`config.mk`:
```
export PLATFORM = sky130hd
export DESIGN_NAME = config_frame_fsm_flat
export DESIGN_NICKNAME = d
export VERILOG_FILES = /design/src/rtl/config_frame_fsm_if.sv /design/src/rtl/config_frame_fsm.sv /design/src/flat_wrapper.sv
export SDC_FILE = /design/constraint.sdc
export NUM_CORES = 1
export LEC_CHECK = 0
export CORE_MARGIN = 2
export CORE_UTILIZATION = 51
export DETAILED_ROUTE_END_ITERATION = 8
export HOLD_SLACK_MARGIN = 0.02
export PLACE_DENSITY = 0.8
export SYNTH_ARGS = -nofsm -noshare
export SYNTH_HDL_FRONTEND = slang
export SYNTH_SLANG_ARGS = --single-unit
```
`constraint.sdc`:
```
create_clock -name clk -period 4.4 [get_ports clk]
set_input_delay 0.88 -clock clk [delete_from_list [all_inputs] [get_ports clk]]
set_output_delay 0.88 -clock clk [all_outputs]
set_load 0.05 [all_outputs]
```
`src/rtl/config_frame_fsm_if.sv`:
```
// Word-level bus between the serial receiver, the config frame parser and the fabric frame writer.
// write_strobe is a one-cycle valid with no ready: the parser accepts every strobed word.
interface config_frame_fsm_if;
  logic        write_strobe;
  logic [31:0] write_data;
  logic        active;
  logic [31:0] frame_data;
  logic        frame_strobe;
  logic [7:0]  frame_col;
  logic [7:0]  frame_index;
  logic [15:0] word_index;
  logic        config_done;
  logic        busy;
  logic        error;
  logic [1:0]  state_dbg;

  modport master (
    output write_strobe, write_data, active,
    input  frame_data, frame_strobe, frame_col, frame_index, word_index,
           config_done, busy, error, state_dbg
  );

  modport slave (
    input  write_strobe, write_data, active,
    output frame_data, frame_strobe, frame_col, frame_index, word_index,
           config_done, busy, error, state_dbg
  );
endinterface

```
`src/rtl/config_frame_fsm.sv`:
```
// Configuration word parser: sync lock, header decode, addressed frame-data writes.
// Optional per-frame checksum word enabled by defining CONFIG_FRAME_CHECKSUM_EN.
module config_frame_fsm #(
  parameter logic [31:0] SYNC_WORD  = 32'hFAB0_FAB1,
  parameter int unsigned MAX_FRAMES = 20,
  parameter logic [7:0]  END_COL    = 8'hFF
) (
  input logic            clk,
  input logic            reset,
  config_frame_fsm_if.slave bus
);

  typedef enum logic [1:0] {
    S_IDLE   = 2'd0,
    S_HEADER = 2'd1,
    S_DATA   = 2'd2
`ifdef CONFIG_FRAME_CHECKSUM_EN
    , S_CHECK = 2'd3
`endif
  } state_t;

  // Widened so a MAX_FRAMES above 255 simply accepts every 8-bit index.
  localparam logic [8:0] MAX_IDX = (MAX_FRAMES > 255) ? 9'd256 : 9'(MAX_FRAMES);

  state_t      state_q, state_n;
  logic [31:0] frame_data_q, frame_data_n;
  logic        frame_strobe_q, frame_strobe_n;
  logic [7:0]  frame_col_q, frame_col_n;
  logic [7:0]  frame_index_q, frame_index_n;
  logic [15:0] word_index_q, word_index_n;
  logic        config_done_q, config_done_n;
  logic        error_q, error_n;
  logic [15:0] remaining_q, remaining_n;
  logic [15:0] counter_q, counter_n;
`ifdef CONFIG_FRAME_CHECKSUM_EN
  logic [31:0] acc_q, acc_n;
`endif

  logic [7:0]  hdr_col;
  logic [7:0]  hdr_idx;
  logic [15:0] hdr_count;
  logic        is_sync;

  assign hdr_col   = bus.write_data[31:24];
  assign hdr_idx   = bus.write_data[23:16];
  assign hdr_count = bus.write_data[15:0];
  assign is_sync   = (bus.write_data == SYNC_WORD);

  always_ff @(posedge clk or posedge reset) begin
    if (reset) begin
      state_q        <= S_IDLE;
      frame_data_q   <= '0;
      frame_strobe_q <= 1'b0;
      frame_col_q    <= '0;
      frame_index_q  <= '0;
      word_index_q   <= '0;
      config_done_q  <= 1'b0;
      error_q        <= 1'b0;
      remaining_q    <= '0;
      counter_q      <= '0;
`ifdef CONFIG_FRAME_CHECKSUM_EN
      acc_q          <= '0;
`endif
    end else begin
      state_q        <= state_n;
      frame_data_q   <= frame_data_n;
      frame_strobe_q <= frame_strobe_n;
      frame_col_q    <= frame_col_n;
      frame_index_q  <= frame_index_n;
      word_index_q   <= word_index_n;
      config_done_q  <= config_done_n;
      error_q        <= error_n;
      remaining_q    <= remaining_n;
      counter_q      <= counter_n;
`ifdef CONFIG_FRAME_CHECKSUM_EN
      acc_q          <= acc_n;
`endif
    end
  end

  always_comb begin
    state_n        = state_q;
    frame_data_n   = frame_data_q;
    frame_strobe_n = 1'b0;
    frame_col_n    = frame_col_q;
    frame_index_n  = frame_index_q;
    word_index_n   = word_index_q;
    config_done_n  = 1'b0;
    error_n        = error_q;
    remaining_n    = remaining_q;
    counter_n      = counter_q;
`ifdef CONFIG_FRAME_CHECKSUM_EN
    acc_n          = acc_q;
`endif

    // Losing the session wins over any coincident word; the partial frame is dropped.
    if (!bus.active) begin
      state_n = S_IDLE;
    end else if (bus.write_strobe) begin
      case (state_q)
        S_IDLE: begin
          if (is_sync) begin
            state_n = S_HEADER;
            error_n = 1'b0;
          end
        end
        S_HEADER: begin
          if (is_sync) begin
            state_n = S_HEADER;
          end else if (hdr_col == END_COL) begin
            config_done_n = 1'b1;
            state_n       = S_IDLE;
          end else if ({1'b0, hdr_idx} >= MAX_IDX) begin
            error_n = 1'b1;
            state_n = S_IDLE;
          end else if (hdr_count != 16'd0) begin
            frame_col_n   = hdr_col;
            frame_index_n = hdr_idx;
            remaining_n   = hdr_count;
            counter_n     = 16'd0;
            state_n       = S_DATA;
`ifdef CONFIG_FRAME_CHECKSUM_EN
            acc_n         = bus.write_data;
`endif
          end
        end
        S_DATA: begin
          frame_data_n   = bus.write_data;
          word_index_n   = counter_q;
          frame_strobe_n = 1'b1;
          counter_n      = counter_q + 16'd1;
          remaining_n    = remaining_q - 16'd1;
`ifdef CONFIG_FRAME_CHECKSUM_EN
          acc_n          = acc_q + bus.write_data;
          if (remaining_q == 16'd1) state_n = S_CHECK;
`else
          if (remaining_q == 16'd1) state_n = S_HEADER;
`endif
        end
`ifdef CONFIG_FRAME_CHECKSUM_EN
        S_CHECK: begin
          if (bus.write_data == acc_q) begin
            state_n = S_HEADER;
          end else begin
            error_n = 1'b1;
            state_n = S_IDLE;
          end
        end
`endif
        default: state_n = S_IDLE;
      endcase
    end
  end

  assign bus.frame_data   = frame_data_q;
  assign bus.frame_strobe = frame_strobe_q;
  assign bus.frame_col    = frame_col_q;
  assign bus.frame_index  = frame_index_q;
  assign bus.word_index   = word_index_q;
  assign bus.config_done  = config_done_q;
  assign bus.error        = error_q;
  assign bus.busy         = (state_q != S_IDLE);
  assign bus.state_dbg    = state_q;

endmodule

```
`src/flat_wrapper.sv`:
```
// flat-port wrapper written by rule: the top's interface ports become plain ports
module config_frame_fsm_flat 
#(
  parameter logic [31:0] SYNC_WORD  = 32'hFAB0_FAB1,
  parameter int unsigned MAX_FRAMES = 20,
  parameter logic [7:0]  END_COL    = 8'hFF
)
  (clk, reset, bus_write_strobe, bus_write_data, bus_active, bus_frame_data, bus_frame_strobe, bus_frame_col, bus_frame_index, bus_word_index, bus_config_done, bus_busy, bus_error, bus_state_dbg);
  config_frame_fsm_if bus_i ();
  input logic clk;
  input logic reset;
  input wire logic [$bits(bus_i.write_strobe)-1:0] bus_write_strobe;
  input wire logic [$bits(bus_i.write_data)-1:0] bus_write_data;
  input wire logic [$bits(bus_i.active)-1:0] bus_active;
  output wire logic [$bits(bus_i.frame_data)-1:0] bus_frame_data;
  output wire logic [$bits(bus_i.frame_strobe)-1:0] bus_frame_strobe;
  output wire logic [$bits(bus_i.frame_col)-1:0] bus_frame_col;
  output wire logic [$bits(bus_i.frame_index)-1:0] bus_frame_index;
  output wire logic [$bits(bus_i.word_index)-1:0] bus_word_index;
  output wire logic [$bits(bus_i.config_done)-1:0] bus_config_done;
  output wire logic [$bits(bus_i.busy)-1:0] bus_busy;
  output wire logic [$bits(bus_i.error)-1:0] bus_error;
  output wire logic [$bits(bus_i.state_dbg)-1:0] bus_state_dbg;
  assign bus_i.write_strobe = bus_write_strobe;
  assign bus_i.write_data = bus_write_data;
  assign bus_i.active = bus_active;
  assign bus_frame_data = bus_i.frame_data;
  assign bus_frame_strobe = bus_i.frame_strobe;
  assign bus_frame_col = bus_i.frame_col;
  assign bus_frame_index = bus_i.frame_index;
  assign bus_word_index = bus_i.word_index;
  assign bus_config_done = bus_i.config_done;
  assign bus_busy = bus_i.busy;
  assign bus_error = bus_i.error;
  assign bus_state_dbg = bus_i.state_dbg;
  config_frame_fsm #(.SYNC_WORD(SYNC_WORD), .MAX_FRAMES(MAX_FRAMES), .END_COL(END_COL)) u_core (.clk(clk), .reset(reset), .bus(bus_i));
endmodule
```
==> results.md <==
- Via-to-Cell Ratio: 6.04
- Number of flops mapped to enable cells by yosys: 0
- Initial drt markers: 337
- Site Rows: 36
- Largest net degree at the start of global routing: 51
- Antenna cells: 0
- Port bufs: 105
- Worst Path Required: 4.66 ns
- Final hold vios: 0
- Global Route Usage Sum: 25.8%
- Mean Syn Cell Area: 10.9 µm²
- CP max stage cell: o211a_1
- Final ANT Viol Nets: 0
- Peak fanout along the critical path: 17
- Clock Sinks: 101
- Crit-path max cell delay: 0.60 ns
- Leading post-synthesis cells by cell area: dfrtp_1 51%, mux2_2 12%, o21ai_0 2.8%, nand2_1 2.3%, ha_1 1.8%
- Clock Latency Late Sink: 0.37 ns
- Slew Limit Fails: 0
- Crit-path cells: clkdlybuf4s50_1 > o21ai_0 > nor4b_2 > o211a_1 > o21ai_1 > a221o_1
- CTS Buffer Depth: 2
- Inserted Clock Buffers: 9
- Max Fclk: 327 MHz
- Commonest non-fill, non-tap cell in the layout: clkdlybuf4s50_1
- Worst r2r dst: u_core.remaining_q[15]
- Worst r2r path cells: 7
- Final nets: 593
- Reg clk slew, reported paths: 0.11 ns
- Drt wl/cell: 18.7 µm
- Mapped Cells: 454
- Synthesis-stage register bit count: 101
- Worst Hold Launch: u_core.bus.word_index[1]
- Slew HR: 57.4%
- Gp weighted congestion: 0.879
- CP startpoint kind: input pin
- Reg2reg start: u_core.bus.state_dbg[0]
- Max Cap Violations: 0
- Core area: 0.00959 mm²
- Number of iterations in the first detailed-routing pass: 5
- Buf/Inv on CP: 1
- Worst Skew: 0.0114 ns
- Area of the multi-input gates: 0.00224 mm²
- Starting Density: 51.7%
- Top cell type by total area after synthesis: dfrtp_1
- Pwr per Cell Area: 260 mW/mm²
- Post-synth top flop: dfrtp_1
- Antenna violations before repair: 0
- Yosys cell types: 58
- Hold WC Path Type: flip-flop to flip-flop
- Boundary Pins: 106
- Post-CTS sizing: 0
- Setup fix buffers added after clock tree synthesis: 0
- Register area: 0.00253 mm²
- Routed via count: 4158
- Synthesis warning total: 0
- Cell area after synthesis: 0.00496 mm²
- Syn_nets: 497
- Most frequent cells in the layout: 105 x clkdlybuf4s50_1, 101 x dfrtp_1, 53 x mux2_2
- Final setup viols: 0
- Fin Setup TNS: 0 ns
- Top-area cell type share of the netlist area: 50.9%
- HPWL after DPL: 9020 µm
- R2r setup slk: 1.58 ns
- Vias in the first global route: 4144
- Actual slew at the worst max-slew pin: 0.640 ns
- First-pass GRT wire length: 21200 µm
- Hold Path End: u_core.bus.word_index[1]
- Delay-heaviest family, CP: compound AO/OA/AOI/OAI gates
- Lkg Pwr: 0.00278 µW
- Register area share after synthesis: 50.9%
- Die Span Y: 103 µm
- Fin crit period: 3.06 ns
- Status: completed
- Critical Path End Type: flip-flop
- Die area: 0.0105 mm²
- Aggregate global routing overflow: 0
- Unrepaired setup endpoints after global routing: no
- CTS HTree Levels: 3
- Hold path depth: 2
- Critical path type: input pin to flip-flop
- Peak supply drop: 0.162 mV
- DRC Markers: 0
- PnR worst setup slack: 1.34 ns
- DP Worst Slack: 1.01 ns
- Area delta synth->final: 28.3%
- Die width: 103 µm
- Clock root buffer: clkbuf_8
- CTS tree: built
- Fillers: 757
- Final WL: 12800 µm
- Period utilization: 69.5%
- Critical Path AT: 3.32 ns
- Share of cells above drive strength 1: 17.5%
- Fraction of registers with async set/reset: 100%
- Hold_buf cts: 0
state kept, by name, summed over array words and instances, names as in the netlist:
name,cells
u_core.bus.config_done,1
u_core.bus.state_dbg,2
u_core.bus.frame_index,8
u_core.remaining_q,16
u_core.counter_q,16
u_core.bus.frame_strobe,1
u_core.bus.error,1
u_core.bus.word_index,16
u_core.bus.frame_data,32
u_core.bus.frame_col,8
metrics by stage:
stage | instances | util (%) | power [µW] | hold WS, ns | area (µm²)
after global placement | 672 | 64.1 | 1030 | 0.463 | 6150
after floorplan | 454 | - | 977 | 0.469 | 4960
after detailed placement | 672 | 64.1 | 1030 | 0.470 | 6150
final | 688 | 66.4 | 1660 | 0.485 | 6370
after CTS | 688 | 66.4 | 1670 | 0.497 | 6370
after global routing | 688 | 66.4 | 1710 | 0.523 | 6370
area by class of cell:
cell class / count / area share (%)
Multi-Input combinational cell: 302 / 35.3
Tap cell: 133 / 2.61
Clock buffer: 9 / 1.95
Timing Repair Buffer: 115 / 17.7
Clock inverter: 7 / 1.53
Inverter: 21 / 1.28
Sequential cell: 101 / 39.7
power breakdown:
group / switching (µW) / internal, µW / leakage (µW)
Combinational: 50.7 / 36.7 / 0.00131
Clock: 361 / 281 / 0.000111
Sequential: 0.313 / 928 / 0.00136
Yosys cell counts (5+ instances only):
library cell,n
mux2_2,53
a221oi_1,9
mux2i_1,5
nand4_1,10
nor3_1,14
o21ai_0,28
ha_1,7
a22o_1,9
nor2_1,23
dfrtp_1,101
clkbuf_1,23
o22a_1,5
o211ai_1,5
nand2_1,31
buf_2,5
a21oi_1,9
a2bb2oi_1,5
or2_2,5
nor4_1,7
a31oi_1,5
inv_1,20
nand3_1,15
worst reg2reg max path, cell delays in order, from the launching register on:
cell and delay, ns:
dfrtp_1 0.44, inv_1 0.10, ha_1 0.14, buf_4 0.41, clkinv_1 0.64, a211oi_2 0.62, buf_4 0.26, a311o_1 0.17
logic make-up (layout without fill, tap and decap cells):
kind of cell / after synthesis / in the layout / share of synthesized area (%)
and+or+nand+nor: 131 / 131 / 14.7
AOI/OAI and AO/OA: 106 / 106 / 15.7
DFF: 101 / 101 / 50.9
muxes: 58 / 58 / 13.0
buffers and inverters: 51 / 152 / 3.98
adders and majority gates: 7 / 7 / 1.76
layer usage:
metal  up-vias  global-route usage, %  wire [µm]
met3        23                   7.25       1080
met4         0                   7.49        236
met2       199                   40.5       6100
met1      2054                   35.2       5430
li1       1882                      -          -
met5         -                      0          0
how the worst max path moves through the flow:
stage | startpoint | end | slack, ns | cells past startpoint
3_5_place_dp | bus_write_data[6] | u_core.counter_q[14] | 1.01 | 6
4_1_cts | bus_write_data[6] | u_core.counter_q[14] | 1.39 | 6
2_1_floorplan | reset | u_core.bus.config_done | 0.87 | 1
3_3_place_gp | bus_write_data[6] | u_core.counter_q[14] | 1.05 | 6
5_1_grt | bus_write_data[6] | u_core.remaining_q[7] | 1.23 | 6
6_report | bus_write_data[18] | u_core.counter_q[14] | 1.34 | 6
Power figures use the tool's default switching activity.
